**config.mk**
```make
export PLATFORM = sky130hd
export DESIGN_NAME = slice_cfg_loader_flat
export DESIGN_NICKNAME = d
export VERILOG_FILES = /design/src/rtl/slice_cfg_pkg.sv /design/src/rtl/slice_cfg_loader_if.sv /design/src/rtl/slice_cfg_loader_crc8.sv /design/src/rtl/slice_cfg_loader.sv /design/src/flat_wrapper.sv
export SDC_FILE = /design/constraint.sdc
export NUM_CORES = 1
export LEC_CHECK = 0
export ABC_AREA = 1
export BUFFER_PORTS_ARGS = -buffer_cell sky130_fd_sc_hd__buf_2
export CAP_MARGIN = 20
export CORE_MARGIN = 2
export CORE_UTILIZATION = 44
export DETAILED_ROUTE_END_ITERATION = 7
export HOLD_SLACK_MARGIN = 0.1
export PLACE_DENSITY_LB_ADDON = 0.08
export SYNTH_ARGS = -nofsm -noshare
export SYNTH_HDL_FRONTEND = slang
export SYNTH_HIERARCHICAL = 1
export SYNTH_SLANG_ARGS = --single-unit
```
**constraint.sdc**
```tcl
create_clock -name cclk -period 1.7 [get_ports cclk]
set_clock_uncertainty 0.1 [all_clocks]
set_input_delay 0.51 -clock cclk [delete_from_list [all_inputs] [get_ports cclk]]
set_output_delay 0.51 -clock cclk [all_outputs]
set_load 0.02 [all_outputs]
```
**src/rtl/slice_cfg_pkg.sv**
```systemverilog
// Purpose: shared types, constants and helpers for the slice config loader.
// Latency: n/a (declarations only).
// Backpressure: n/a. The CHECK state exists only when SLICE_CFG_CRC_EN is defined.
package slice_cfg_pkg;

  // CRC-8 generator polynomial x^8 + x^2 + x + 1 (implicit x^8).
  localparam logic [7:0] CRC8_POLY = 8'h07;

  typedef enum logic [2:0] {
    ST_IDLE  = 3'd0,
    ST_LOAD  = 3'd1,
    ST_SHIFT = 3'd2,
`ifdef SLICE_CFG_CRC_EN
    ST_CHECK = 3'd3,
`endif
    ST_DONE  = 3'd4
  } state_e;

  // Number of config words needed to cover a chain (last word may be partial).
  function automatic int words_for(input int chain_len, input int word_w);
    return (chain_len + word_w - 1) / word_w;
  endfunction

endpackage

```
**src/rtl/slice_cfg_loader_if.sv**
```systemverilog
// Purpose: control, word-stream and serial-chain signals of the slice config loader.
// Latency: n/a (wiring only).
// Backpressure: cfg_valid/cfg_ready word handshake; slave = loader, master = word source/controller.
interface slice_cfg_loader_if #(
  parameter int WORD_W = 8
);
  logic              start;      // pulse: begin a load
  logic              abort;      // cancel an in-progress load
  logic [WORD_W-1:0] cfg_data;   // config word, LSB shifted first
  logic              cfg_valid;  // cfg_data valid
  logic              cfg_ready;  // loader accepts a word
  logic              cfg_bit;    // serial bit to slice config_in chain
  logic              cfg_cen;    // slice shift enable
  logic              busy;       // not IDLE/DONE
  logic              done;       // load complete, held until next start
  logic              err;        // CRC mismatch

  modport slave (
    input  start, abort, cfg_data, cfg_valid,
    output cfg_ready, cfg_bit, cfg_cen, busy, done, err
  );

  modport master (
    output start, abort, cfg_data, cfg_valid,
    input  cfg_ready, cfg_bit, cfg_cen, busy, done, err
  );
endinterface

```
**src/rtl/slice_cfg_loader_crc8.sv**
```systemverilog
// Purpose: combinational CRC-8 (poly CRC8_POLY) update over one data word, fed MSB-first.
// Latency: 0 cycles (pure combinational).
// Backpressure: none; caller decides when to register the result.
// Ports: crc_in (running CRC), data_in (word), crc_out (updated CRC).
module cfg_crc8
  import slice_cfg_pkg::*;
#(
  parameter int DATA_W = 8
) (
  input  logic [7:0]        crc_in,
  input  logic [DATA_W-1:0] data_in,
  output logic [7:0]        crc_out
);

  logic [7:0] c;
  logic       fb;

  always_comb begin
    c  = crc_in;
    fb = 1'b0;
    for (int i = DATA_W - 1; i >= 0; i--) begin
      fb = c[7] ^ data_in[i];
      c  = {c[6:0], 1'b0};
      if (fb) begin
        c = c ^ CRC8_POLY;
      end
    end
    crc_out = c;
  end

endmodule

```
**src/rtl/slice_cfg_loader.sv**
```systemverilog
// Purpose: turns a stream of config words into the serial slice config chain (LSB-first).
// Latency: bit0 of a word appears with cfg_cen=1 one cycle after its transfer; done one cycle after the last bit.
// Backpressure: cfg_ready only in LOAD (and CHECK); a stalled source just holds cfg_cen low.
// Ports: cclk, rst_n (async active-low) plus bus (slice_cfg_loader_if.slave).
// Optional: define SLICE_CFG_CRC_EN to add a trailing CRC-8 word checked in a CHECK state.
module slice_cfg_loader
  import slice_cfg_pkg::*;
#(
  parameter int WORD_W    = 8,
  parameter int CHAIN_LEN = 139
) (
  input  logic               cclk,
  input  logic               rst_n,
  slice_cfg_loader_if.slave  bus
);

  localparam int RW = $clog2(CHAIN_LEN + 1);
  localparam int CW = $clog2(WORD_W + 1);

  state_e            state_q, state_d;
  logic [RW-1:0]     remaining_q, remaining_d;  // chain bits still to emit
  logic [CW-1:0]     bitcnt_q, bitcnt_d;        // bits of current word still to emit after the one on cfg_bit
  logic [WORD_W-1:0] shreg_q, shreg_d;
  logic              cfg_bit_q, cfg_bit_d;
  logic              cfg_cen_q, cfg_cen_d;
  logic              done_q, done_d;

  logic              busy;
  logic              cfg_ready;
  logic [CW-1:0]     word_bits;                 // bits taken from the word being transferred

`ifdef SLICE_CFG_CRC_EN
  logic [7:0]        crc_q, crc_d, crc_next;
  logic              err_q, err_d;

  cfg_crc8 #(
    .DATA_W (WORD_W)
  ) u_crc (
    .crc_in  (crc_q),
    .data_in (bus.cfg_data),
    .crc_out (crc_next)
  );
`endif

  assign busy = (state_q != ST_IDLE) && (state_q != ST_DONE);

`ifdef SLICE_CFG_CRC_EN
  assign cfg_ready = (state_q == ST_LOAD) || (state_q == ST_CHECK);
`else
  assign cfg_ready = (state_q == ST_LOAD);
`endif

  // Last word of the chain is usually partial; its high bits are dropped.
  assign word_bits = (int'(remaining_q) < WORD_W) ? CW'(remaining_q) : CW'(WORD_W);

  always_comb begin
    state_d     = state_q;
    remaining_d = remaining_q;
    bitcnt_d    = bitcnt_q;
    shreg_d     = shreg_q;
    cfg_bit_d   = 1'b0;
    cfg_cen_d   = 1'b0;
    done_d      = done_q;
`ifdef SLICE_CFG_CRC_EN
    crc_d       = crc_q;
    err_d       = err_q;
`endif

    if (bus.abort) begin
      // Abort wins over start and over a word offered in the same cycle.
      if (busy) begin
        state_d = ST_IDLE;
        done_d  = 1'b0;
      end
    end else begin
      case (state_q)
        ST_IDLE, ST_DONE: begin
          if (bus.start) begin
            state_d     = ST_LOAD;
            done_d      = 1'b0;
            remaining_d = RW'(CHAIN_LEN);
`ifdef SLICE_CFG_CRC_EN
            err_d       = 1'b0;
            crc_d       = 8'h00;
`endif
          end
        end

        ST_LOAD: begin
          if (bus.cfg_valid) begin
            // bit0 goes straight to the output register; the rest are queued.
            state_d     = ST_SHIFT;
            cfg_bit_d   = bus.cfg_data[0];
            cfg_cen_d   = 1'b1;
            shreg_d     = bus.cfg_data >> 1;
            bitcnt_d    = word_bits - CW'(1);
            remaining_d = remaining_q - RW'(1);
`ifdef SLICE_CFG_CRC_EN
            crc_d       = crc_next;
`endif
          end
        end

        ST_SHIFT: begin
          if (bitcnt_q != '0) begin
            cfg_bit_d   = shreg_q[0];
            cfg_cen_d   = 1'b1;
            shreg_d     = shreg_q >> 1;
            bitcnt_d    = bitcnt_q - CW'(1);
            remaining_d = remaining_q - RW'(1);
          end else if (remaining_q != '0) begin
            state_d = ST_LOAD;
          end else begin
`ifdef SLICE_CFG_CRC_EN
            state_d = ST_CHECK;
`else
            state_d = ST_DONE;
            done_d  = 1'b1;
`endif
          end
        end

`ifdef SLICE_CFG_CRC_EN
        ST_CHECK: begin
          if (bus.cfg_valid) begin
            err_d   = (bus.cfg_data[7:0] != crc_q);
            done_d  = 1'b1;
            state_d = ST_DONE;
          end
        end
`endif

        default: begin
          state_d = ST_IDLE;
        end
      endcase
    end
  end

  always_ff @(posedge cclk or negedge rst_n) begin
    if (!rst_n) begin
      state_q     <= ST_IDLE;
      remaining_q <= '0;
      bitcnt_q    <= '0;
      shreg_q     <= '0;
      cfg_bit_q   <= 1'b0;
      cfg_cen_q   <= 1'b0;
      done_q      <= 1'b0;
`ifdef SLICE_CFG_CRC_EN
      crc_q       <= 8'h00;
      err_q       <= 1'b0;
`endif
    end else begin
      state_q     <= state_d;
      remaining_q <= remaining_d;
      bitcnt_q    <= bitcnt_d;
      shreg_q     <= shreg_d;
      cfg_bit_q   <= cfg_bit_d;
      cfg_cen_q   <= cfg_cen_d;
      done_q      <= done_d;
`ifdef SLICE_CFG_CRC_EN
      crc_q       <= crc_d;
      err_q       <= err_d;
`endif
    end
  end

  assign bus.cfg_ready = cfg_ready;
  assign bus.cfg_bit   = cfg_bit_q;
  assign bus.cfg_cen   = cfg_cen_q;
  assign bus.busy      = busy;
  assign bus.done      = done_q;
`ifdef SLICE_CFG_CRC_EN
  assign bus.err       = err_q;
`else
  assign bus.err       = 1'b0;
`endif

endmodule

```
**src/flat_wrapper.sv**
```systemverilog
// flat-port wrapper written by rule: the top's interface ports become plain ports
module slice_cfg_loader_flat import slice_cfg_pkg::*;
#(
  parameter int WORD_W    = 8,
  parameter int CHAIN_LEN = 139
)
  (cclk, rst_n, bus_start, bus_abort, bus_cfg_data, bus_cfg_valid, bus_cfg_ready, bus_cfg_bit, bus_cfg_cen, bus_busy, bus_done, bus_err);
  slice_cfg_loader_if #(.WORD_W(WORD_W)) bus_i ();
  input  logic cclk;
  input  logic rst_n;
  input wire logic [$bits(bus_i.start)-1:0] bus_start;
  input wire logic [$bits(bus_i.abort)-1:0] bus_abort;
  input wire logic [$bits(bus_i.cfg_data)-1:0] bus_cfg_data;
  input wire logic [$bits(bus_i.cfg_valid)-1:0] bus_cfg_valid;
  output wire logic [$bits(bus_i.cfg_ready)-1:0] bus_cfg_ready;
  output wire logic [$bits(bus_i.cfg_bit)-1:0] bus_cfg_bit;
  output wire logic [$bits(bus_i.cfg_cen)-1:0] bus_cfg_cen;
  output wire logic [$bits(bus_i.busy)-1:0] bus_busy;
  output wire logic [$bits(bus_i.done)-1:0] bus_done;
  output wire logic [$bits(bus_i.err)-1:0] bus_err;
  assign bus_i.start = bus_start;
  assign bus_i.abort = bus_abort;
  assign bus_i.cfg_data = bus_cfg_data;
  assign bus_i.cfg_valid = bus_cfg_valid;
  assign bus_cfg_ready = bus_i.cfg_ready;
  assign bus_cfg_bit = bus_i.cfg_bit;
  assign bus_cfg_cen = bus_i.cfg_cen;
  assign bus_busy = bus_i.busy;
  assign bus_done = bus_i.done;
  assign bus_err = bus_i.err;
  slice_cfg_loader #(.WORD_W(WORD_W), .CHAIN_LEN(CHAIN_LEN)) u_core (.cclk(cclk), .rst_n(rst_n), .bus(bus_i));
endmodule
```
==> metrics.md <==
| Metric | Value |
|---|---|
| Status | `finished with violations` |
| Failing checks | `setup timing` |
| RSZ-0062 raised after global routing | `true` |
| Final ANT Viol Nets | `0` |
| Power per cell area | `approximately 1500 nW/um2` |
| Synth Warn # | `6` |
| Routed vias/inst | `around 5` |
| Port bufs | `17` |
| Max Cap Violations | `0` |
| Layout area overhead | `20.9%` |
| ANT cells | `0` |
| Final setup fails | `3` |
| Pre-antenna DRT Iters | `4` |
| Critical Path Sink Type | `primary output` |
| WL/cell | `11.7 um` |
| H-Tree Depth | `1` |
| Post-synthesis sequential area ratio | `between 40 and 50%` |
| Total negative slack | `-44.4 ps` |
| Die area | `between 3000 and 4000 um2` |
| Met1 GRT Util | `25.1%` |
| Avg Inst Size Synth | `slightly below 8 um2` |
| Mapped Cells | `189` |
| DR vias | `between 1000 and 1500` |
| Crit path time final | `about 1700 ps` |
| Fin. max-slew vios | `0` |
| Clock transition at path regs | `around 150 ps` |
| Post-synth ARST share | `100%` |
| Post-DP HPWL | `2210 um` |
| Hold Violations, Final | `0` |
| Core area | `3280 um2` |
| Fmax | `about 580 MHz` |
| CP max FO | `3` |
| GR Util met2 | `a little over a quarter` |
| Root buf cell | `clkbuf_4` |
| Kind of critical path | `register to primary output` |
| Global-route wire length before repair | `between 5000 and 6000 um` |
| Max VDD drop | `roughly 500 uV` |
| Synth unique cells | `29` |
| Largest net degree at the start of global routing | `26` |
| Post-synth EDFFs | `0` |
| TritonCTS clock tree | `done` |
| Fin crit share | `101%` |
| GRT Overall Usage | `between 15 and 20%` |
| P_leak | `0.904 nW` |
| Slew margin rel. | `62.1%` |
| Share of layout cells above drive strength 1 | `slightly below 30%` |
| IO Pins | `19` |
| Die width | `a little over 60 um` |
| Chip height | `approximately 62 um` |
| Vias in the first global route | `1230` |
| Clk_lat worst skew | `between 300 and 400 ps` |
| DR iter-0 viols | `86` |
| Fin Hold WS | `290 ps` |
| Final WS setup | `-21.7 ps` |
| Antenna violations before repair | `0` |
| Worst Path Required | `between 1000 and 1500 ps` |
| Path category of the worst min-delay check | `input port to register` |
| Worst setup SP type | `register` |
| FP Rows | `21` |
| Most common cell after layout, fill and taps aside | `nand2_1` |
| Mapped Area | `1490 um2` |
| Clock sink count | `25` |
| Synth Net Count | `between 200 and 250` |
| Met3 Track Usage GR | `under 10%` |
| Final WL | `approximately 3100 um` |
| Max clock buf depth | `2` |
| Measured slew at the worst slew-check pin | `approximately 570 ps` |
| Initial Util | `a little under half` |
| Residual DRC | `0` |
| Routability Congestion | `~0.9` |
| NumNets Final | `around 230` |
| Leading register cell type out of synthesis | `dfrtp_1` |
| Yosys reg bits | `25` |
| Worst EP arrival | `1110 ps` |
| CTS Buf Count | `3` |
| Grt peak-use layer | `met2` |
| GRT Residual Overflow | `0` |
| Most frequent cells in the layout | `43 x nand2_1, 24 x dfrtp_1, 22 x nor2_1` |
==> worst paths after layout <==
kind	start	endpoint	cells after the start	slack, ps
max	u_core/state_q[0]	bus_cfg_ready	4	-20
min	bus_abort	u_core/bus.cfg_bit	2	290
max reg2reg	u_core/state_q[0]	u_core/bus.done	10	-10
min reg2reg	u_core/bus.done	u_core/bus.done	2	420
max in group asynchronous	rst_n	u_core/state_q[1]	2	510
min in group asynchronous	rst_n	u_core/shreg_q[2]	2	590
==> worst max-delay path, cell delays in order (launching register included) <==
cell     delay, ps
dfrtp_1        440
buf_6          130
nand3_4         70
inv_2           40
buf_6          120
==> sequential cells by signal (all words and copies together) (netlist names) <==
| name | flops |
|---|---|
| u_core/bus.done | 1 |
| u_core/bus.cfg_cen | 1 |
| u_core/bus.cfg_bit | 1 |
| u_core/state_q | 3 |
| u_core/shreg_q | 7 |
| u_core/bitcnt_q | 4 |
| u_core/remaining_q | 8 |
==> through the flow <==
stage | util [%] | cells | worst slack (ps) | area [um2] | power [mW]
final | 54.7 | 263 | -21.7 | 1800 | 2.61
after global placement | 49.6 | 254 | 84.5 | 1630 | 2.07
after global routing | 54.7 | 263 | -87.1 | 1800 | 2.86
after floorplan | - | 189 | 133 | 1490 | 1.81
after detailed placement | 49.6 | 254 | 24.7 | 1630 | 2.09
after CTS | 53.3 | 262 | -24.6 | 1750 | 2.53
==> synth_stat cells, drive strengths merged, types with 2 or more instances <==
| cell type | count | share of area [%] |
|---|---|---|
| a21oi | 7 | 2.9 |
| buf | 6 | 4.0 |
| dfrtp | 25 | 42 |
| ha | 3 | 2.5 |
| inv | 22 | 5.6 |
| nand2 | 52 | 15 |
| nand3 | 11 | 4.5 |
| nand4 | 2 | 1.3 |
| nor2 | 26 | 6.7 |
| nor3 | 2 | 0.67 |
| o211ai | 4 | 2.0 |
| o21ai | 17 | 6.5 |
| xor2 | 5 | 2.9 |
==> cells by family after synthesis <==
kind of cell | synth area share (%)
AOI/OAI and AO/OA | 13.2
xor gates and xnor gates | 3.54
adders and majority gates | 2.53
buffers and inverters | 9.60
DFF | 42.1
other | 0.252
and+or+nand+nor | 28.8
==> per-layer routing <==
| layer | part of all wire, % | wire length (um) | vias up |
|---|---|---|---|
| met3 | 6.0 | 186 | 2 |
| li1 | - | - | 658 |
| met2 | 47 | 1440 | 45 |
| met5 | 0 | 0 | - |
| met1 | 47 | 1450 | 574 |
| met4 | 0.42 | 13 | 0 |
==> layout make-up <==
| type | instances | area [um2] |
|---|---|---|
| fillers | 318 | 1490 |
| multi-input cells | 136 | 791 |
| flip-flops and latches | 25 | 627 |
| repair buffers | 30 | 205 |
| inverters | 22 | 85.1 |
| well taps | 46 | 57.6 |
| clock buffers | 3 | 22.5 |
| clock inverters | 1 | 8.76 |
==> what timing repair did <==
item                       4_1_cts  5_1_grt
pin swaps                        2        4
resized for setup               19        9
hold buffers                     1        0
setup endpoints to repair        2       23
setup buffers                    3        1
cloned                           0        0
hold endpoints to repair        25        0
==> power by group <==
part | total [mW] | internal (mW) | switching (mW)
clock | 0.288 | 0.0958 | 0.192
combinational | 1.42 | 0.599 | 0.819
sequential | 0.909 | 0.790 | 0.120
(Power assumes the default switching activity.)
